## src/rtl/pipelined_addsub_pkg.sv

```systemverilog
// Shared definitions for the pipelined adder/subtractor: configuration
// checks, stage-count derivation and the result flag record.
package pipelined_addsub_pkg;

  typedef struct packed {
    logic cout;
    logic v;
  } addsub_flags_t;

  function automatic bit chunk_ok(input int width, input int chunk);
    return (width >= 32'sd1) && (chunk >= 32'sd1) && ((width % chunk) == 32'sd0);
  endfunction

  function automatic int calc_stages(input int width, input int chunk);
    return (chunk >= 32'sd1) ? (width / chunk) : 32'sd1;
  endfunction

endpackage

```

## src/rtl/pipelined_addsub_slice.sv

```systemverilog
// One CHUNK-bit ripple stage: registers its sum, carry out and the carry
// into its top bit (used for signed overflow on the last stage).
module addsub_slice
  import pipelined_addsub_pkg::*;
#(
  parameter int CHUNK = 4
) (
  input  logic             clk,
  input  logic             reset,
  input  logic             ce,
  input  logic [CHUNK-1:0] a_s,
  input  logic [CHUNK-1:0] b_s,
  input  logic             cin_s,
  output logic [CHUNK-1:0] sum_r,
  output logic             cout_r,
  output logic             cmsb_r
);

  logic [CHUNK:0] total_s;
  logic           cmsb_s;

  // Chunk sum; carry into the MSB is recovered from the MSB sum bit
  always_comb begin
    total_s = {1'b0, a_s} + {1'b0, b_s} + {{CHUNK{1'b0}}, cin_s};
    cmsb_s  = total_s[CHUNK-1] ^ a_s[CHUNK-1] ^ b_s[CHUNK-1];
  end

  // Stage registers with stall and reset
  always_ff @(posedge clk) begin
    if (reset) begin
      sum_r  <= '0;
      cout_r <= 1'b0;
      cmsb_r <= 1'b0;
    end else if (ce) begin
      sum_r  <= total_s[CHUNK-1:0];
      cout_r <= total_s[CHUNK];
      cmsb_r <= cmsb_s;
    end
  end

endmodule

```

## src/rtl/pipelined_addsub.sv

```systemverilog
// Pipelined WIDTH-bit add/subtract: carry chain registered every CHUNK bits,
// operands skewed in and sums deskewed out so one result leaves per cycle.
module pipelined_addsub
  import pipelined_addsub_pkg::*;
#(
  parameter int WIDTH = 16,
  parameter int CHUNK = 4
) (
  input  logic             CLK,
  input  logic             RESET,
  input  logic             CE,
  input  logic             VALID_IN,
  input  logic             SUB,
  input  logic [WIDTH-1:0] I0,
  input  logic [WIDTH-1:0] I1,
  input  logic             CIN,
  output logic [WIDTH-1:0] O,
  output logic             COUT,
  output logic             V,
  output logic             VALID_OUT
);

  localparam int STAGES = calc_stages(WIDTH, CHUNK);

  typedef struct packed {
    logic [WIDTH-1:0] o;
    addsub_flags_t    flags;
  } result_t;

  if (!chunk_ok(WIDTH, CHUNK)) begin : g_cfg_err
    $error("pipelined_addsub: WIDTH must be a positive multiple of CHUNK");
  end

  logic [WIDTH-1:0]             b_adj_s;
  logic                         c0_s;
  logic [STAGES-1:0][CHUNK-1:0] slc_sum_s;
  logic [STAGES-1:0]            slc_cout_s;
  logic [STAGES-1:0][CHUNK-1:0] out_chunk_s;
  logic                         last_cmsb_s;
  logic [STAGES-1:0]            vld_r;
  result_t                      res_s;

  // Subtract is A + ~B with the borrow-in turned into an inverted carry-in
  always_comb begin
    if (SUB) begin
      b_adj_s = ~I1;
      c0_s    = ~CIN;
    end else begin
      b_adj_s = I1;
      c0_s    = CIN;
    end
  end

  for (genvar k = 0; k < STAGES; k++) begin : g_stage
    logic [CHUNK-1:0] a_k_s;
    logic [CHUNK-1:0] b_k_s;
    logic             cin_k_s;

    if (k == 0) begin : g_direct
      assign a_k_s   = I0[CHUNK-1:0];
      assign b_k_s   = b_adj_s[CHUNK-1:0];
      assign cin_k_s = c0_s;
    end else begin : g_skew
      logic [CHUNK-1:0] a_dly_r [k];
      logic [CHUNK-1:0] b_dly_r [k];

      // Delay chunk k of the operands by k cycles to meet its carry
      always_ff @(posedge CLK) begin
        if (RESET) begin
          for (int j = 0; j < k; j++) begin
            a_dly_r[j] <= '0;
            b_dly_r[j] <= '0;
          end
        end else if (CE) begin
          a_dly_r[0] <= I0[k*CHUNK +: CHUNK];
          b_dly_r[0] <= b_adj_s[k*CHUNK +: CHUNK];
          for (int j = 1; j < k; j++) begin
            a_dly_r[j] <= a_dly_r[j-1];
            b_dly_r[j] <= b_dly_r[j-1];
          end
        end
      end

      assign a_k_s   = a_dly_r[k-1];
      assign b_k_s   = b_dly_r[k-1];
      assign cin_k_s = slc_cout_s[k-1];
    end

    if (k == STAGES - 1) begin : g_last
      addsub_slice #(.CHUNK(CHUNK)) u_slice (
        .clk    (CLK),
        .reset  (RESET),
        .ce     (CE),
        .a_s    (a_k_s),
        .b_s    (b_k_s),
        .cin_s  (cin_k_s),
        .sum_r  (slc_sum_s[k]),
        .cout_r (slc_cout_s[k]),
        .cmsb_r (last_cmsb_s)
      );
      assign out_chunk_s[k] = slc_sum_s[k];
    end else begin : g_mid
      localparam int DESKEW = STAGES - 1 - k;
      logic             unused_cmsb_s;
      logic [CHUNK-1:0] ds_r [DESKEW];

      addsub_slice #(.CHUNK(CHUNK)) u_slice (
        .clk    (CLK),
        .reset  (RESET),
        .ce     (CE),
        .a_s    (a_k_s),
        .b_s    (b_k_s),
        .cin_s  (cin_k_s),
        .sum_r  (slc_sum_s[k]),
        .cout_r (slc_cout_s[k]),
        .cmsb_r (unused_cmsb_s)
      );

      // Hold early chunks back until the top chunk catches up
      always_ff @(posedge CLK) begin
        if (RESET) begin
          for (int j = 0; j < DESKEW; j++) begin
            ds_r[j] <= '0;
          end
        end else if (CE) begin
          ds_r[0] <= slc_sum_s[k];
          for (int j = 1; j < DESKEW; j++) begin
            ds_r[j] <= ds_r[j-1];
          end
        end
      end

      assign out_chunk_s[k] = ds_r[DESKEW-1];
    end
  end

  // Valid tag travels alongside the data
  always_ff @(posedge CLK) begin
    if (RESET) begin
      vld_r <= '0;
    end else if (CE) begin
      vld_r[0] <= VALID_IN;
      for (int j = 1; j < STAGES; j++) begin
        vld_r[j] <= vld_r[j-1];
      end
    end
  end

  assign res_s.o          = out_chunk_s;
  assign res_s.flags.cout = slc_cout_s[STAGES-1];
  assign res_s.flags.v    = slc_cout_s[STAGES-1] ^ last_cmsb_s;

  assign O         = res_s.o;
  assign COUT      = res_s.flags.cout;
  assign V         = res_s.flags.v;
  assign VALID_OUT = vld_r[STAGES-1];

endmodule

```

## config.mk

```make
export PLATFORM = sky130hd
export DESIGN_NAME = pipelined_addsub
export DESIGN_NICKNAME = d
export VERILOG_FILES = /design/src/rtl/pipelined_addsub_pkg.sv /design/src/rtl/pipelined_addsub_slice.sv /design/src/rtl/pipelined_addsub.sv
export SDC_FILE = /design/constraint.sdc
export NUM_CORES = 1
export LEC_CHECK = 0
export CAP_MARGIN = 20
export CELL_PAD_IN_SITES_DETAIL_PLACEMENT = 1
export CELL_PAD_IN_SITES_GLOBAL_PLACEMENT = 2
export CORE_MARGIN = 10
export CORE_UTILIZATION = 41
export DETAILED_ROUTE_END_ITERATION = 16
export PLACE_DENSITY_LB_ADDON = 0.1
export SLEW_MARGIN = 20
export SYNTH_ARGS = -nofsm -noshare
export SYNTH_HDL_FRONTEND = slang
export SYNTH_SLANG_ARGS = --single-unit
```

## constraint.sdc

```tcl
create_clock -name CLK -period 9.8 [get_ports CLK]
set_clock_uncertainty 0.2 [all_clocks]
set_input_delay 2.45 -clock CLK [delete_from_list [all_inputs] [get_ports CLK]]
set_output_delay 2.45 -clock CLK [all_outputs]
set_load 0.05 [all_outputs]
```

==> impl_metrics.csv <==
group,metric,value,unit
logic_synthesis,synth_area_leaders,"edfxtp_1 (49%), dfxtp_1 (11%), and2_1 (8.6%)",
cts,post_cts_resized,0,
logic_synthesis,syn_inst,336,
drt,antenna_left,0,
sta,fmax,0.2180,GHz
drt,dr.pass1.iters,4,
placed_design,dp_hpwl,5091,um
sta,finalCriticalPeriod,4588,ps
placed_design,port_buffers,56,
cts,clock_path_buffers,2,
floorplan,row_count,37,
worst_setup_path,crit_arrival,4580,ps
global_route,grt_usage,0.1022,
layout,fin_cells,521,
worst_setup_path,reg2reg_from,"g_stage[1].g_skew.a_dly_r[0][0]",
cts,clkLatencyLatePin,350,ps
worst_setup_path,worst_ep_required_time,9800,ps
logic_synthesis,ys_seq_area_frac,0.6075,
global_route,grt_pass1_wl,12160,um
outcome,outcome,"completed",
placed_design,dp.cells,505,
power_and_ir_drop,p_total,0.8631,mW
logic_synthesis,ys_ff_latch,97,
drt,vias,2388,
drt,drt_iter0_markers,118,
sta,finalSetupViolations,0,
worst_setup_path,r2r_slack,7650,ps
sta,tightest_slew,971.9,ps
worst_setup_path,crit_path_end_kind,"flop",
cts,cts_made_buffers,9,
floorplan,ios,57,
logic_synthesis,synthArstFlopShare,0,
sta,rsz0062_at_grt,"no",
global_route,gr-total-overflow,0,
placed_design,gp_congestion,0.7221,
logic_synthesis,synth_edf_count,72,
drt,drt-vias-per-instance,4.583,
drt,drc,0,
floorplan,dieArea,15230,um^2
cts,clkSinkCount,97,
min_path,worstHoldStart,"g_stage[3].g_last.u_slice.sum_r[1]",
cts,holdBufCountCts,0,
sta,slew_headroom,0.3521,
logic_synthesis,syn_area,4383,um^2
worst_setup_path,r2r_cells,5,
cts,clkTransAtPathRegs,80,ps
cts,post-cts-setup-buffers,0,
layout,drive_gt1_frac,0.05455,
logic_synthesis,synth_fp_nets,394,
floorplan,die_h,123.4,um
logic_synthesis,synth_area_leader_cell,"edfxtp_1",
layout,diodes,0,
cts,h-tree-depth,3,
floorplan,core_area,10370,um^2
layout,finalNetCount,438,
cts,cts-root-buf,"clkbuf_8",
logic_synthesis,yosysUniqueCellTypes,36,
floorplan,start_util,0.4227,
sta,fin_hold_ws,282.1,ps
layout,area_growth,17.13,%
min_path,hold_class,"reg2reg",
logic_synthesis,yosys.area.top_type_share,0.4933,
worst_setup_path,startpoint_type,"input pin",
min_path,whs_path_depth,2,
logic_synthesis,synth_ff_type,"edfxtp_1",
floorplan,die_x,123.4,um
sta,finalCritPeriodShare,0.4681,
sta,drv_slew,0,
job,maxCapViolations,0,
logic_synthesis,synth_most_common_cell,"edfxtp_1",
sta,setup_tns,0,ps
power_and_ir_drop,leakage,1.989,nW
global_route,antenna_found_initial,0,
sta,hold_violations,0,
min_path,holdPathEnd,"g_stage[3].g_last.u_slice.sum_r[1]",
global_route,grt_pass1_vias,2545,
layout,fill_cells,1109,
power_and_ir_drop,ir_worst_vdd,0.00006039,V
drt,wl_per_cell,14.15,um
worst_setup_path,worst_r2r_endpoint,"g_stage[1].g_mid.u_slice.cout_r",
logic_synthesis,synthTopCellsByCount,"edfxtp_1 (72), and2_1 (60), nor2_1 (35), dfxtp_1 (25), xnor2_1 (18)",
power_and_ir_drop,power.density,168.1,nW/um^2
global_route,grt_max_degree,73,
logic_synthesis,ys.warnings.count,0,
cts,cts_tree,"yes",
worst_setup_path,criticalPathCategory,"in2reg",
logic_synthesis,syn_avg_cell_area,13.04,um^2
worst_setup_path,crit_fanout,17,
drt,routed_wl,7373,um
[flip-flops by register name (all words and copies together) (netlist names), 3 cells and up]
signal	cells
g_stage.g_mid.ds_r	24
g_stage.g_skew.b_dly_r	24
g_stage.g_mid.u_slice.sum_r	12
g_stage.g_mid.u_slice.cout_r	3
vld_r	4
g_stage.g_last.u_slice.sum_r	4
g_stage.g_skew.a_dly_r	24
[worst max-delay path, cell delays in order]
cell and delay, ps:
clkdlybuf4s50_1 450, buf_4 260, xor2_1 140, fa_1 450, fa_1 420, a21o_1 190
a21oi_1 140, a211oi_1 80
[routing by layer]
layer,track usage,up-vias,part of all wire
li1,-,1226,-
met1,0.1246,1108,0.48
met2,0.1631,46,0.46
met3,0.03327,8,0.049
met4,0.04367,0,0.013
met5,0,-,0
[worst max path at each step]
stage / slack [ps] / cells past startpoint / startpoint / endpoint
6_report: 5210 / 8 / SUB / g_stage[0].g_mid.u_slice.cout_r
5_1_grt: 5110 / 8 / SUB / g_stage[0].g_mid.u_slice.cout_r
4_1_cts: 5210 / 8 / SUB / g_stage[0].g_mid.u_slice.cout_r
3_5_place_dp: 4820 / 8 / SUB / g_stage[0].g_mid.u_slice.cout_r
3_3_place_gp: 4870 / 8 / SUB / g_stage[0].g_mid.u_slice.cout_r
2_1_floorplan: 4750 / 4 / CE / g_stage[0].g_mid.ds_r[0][0]
[final cells by class]
| type | count | area (um^2) | share of cell area |
|---|---|---|---|
| tap | 136 | 170.2 | 0.03315 |
| clock inverter | 4 | 43.79 | 0.008530 |
| timing repair buffer | 58 | 570.5 | 0.1111 |
| sequential | 97 | 2663 | 0.5186 |
| inverter | 12 | 45.04 | 0.008774 |
| multi-input combinational | 202 | 1496 | 0.2915 |
| clock buffer | 12 | 145.1 | 0.02827 |
[cells by family after synthesis]
kind of cell,Yosys count,synth area share
XOR/XNOR,24,0.04796
buffers and inverters,37,0.05167
AO/OA/AOI/OAI,28,0.04482
adder cells (fa/ha/maj),20,0.07079
flip-flops,97,0.6075
AND/OR/NAND/NOR,119,0.1522
multiplexers,11,0.02512
[per-stage QoR]
| stage | setup slack (ps) | area (um^2) | utilization |
|---|---|---|---|
| after global routing | 5108 | 5134 | 0.4951 |
| after global placement | 4867 | 4945 | 0.4768 |
| after detailed placement | 4818 | 4945 | 0.4768 |
| final | 5212 | 5134 | 0.4951 |
| after floorplan | 4747 | 4383 | - |
| after CTS | 5206 | 5134 | 0.4951 |
[placed cells by master, fill, tap and decap left out, drive strengths merged, types with 3 or more instances in the layout]
master,n
fa,8
mux2i,11
dfxtp,25
nor2b,5
xnor2,18
and2,60
buf,3
a211oi,8
xor2,6
inv,12
clkbuf,12
nand2,4
ha,12
a21oi,5
clkinv,3
a21o,4
nor2,35
o21ai,4
clkdlybuf4s50,55
edfxtp,72
nor3b,3
[where the power goes]
| part | switching [mW] | internal [mW] | leakage, nW |
|---|---|---|---|
| clock network | 0.130 | 0.124 | 0.0978 |
| registers | 0.0110 | 0.474 | 0.996 |
| logic | 0.0679 | 0.0563 | 0.895 |
Note: power is estimated with default switching activity, not from simulation.
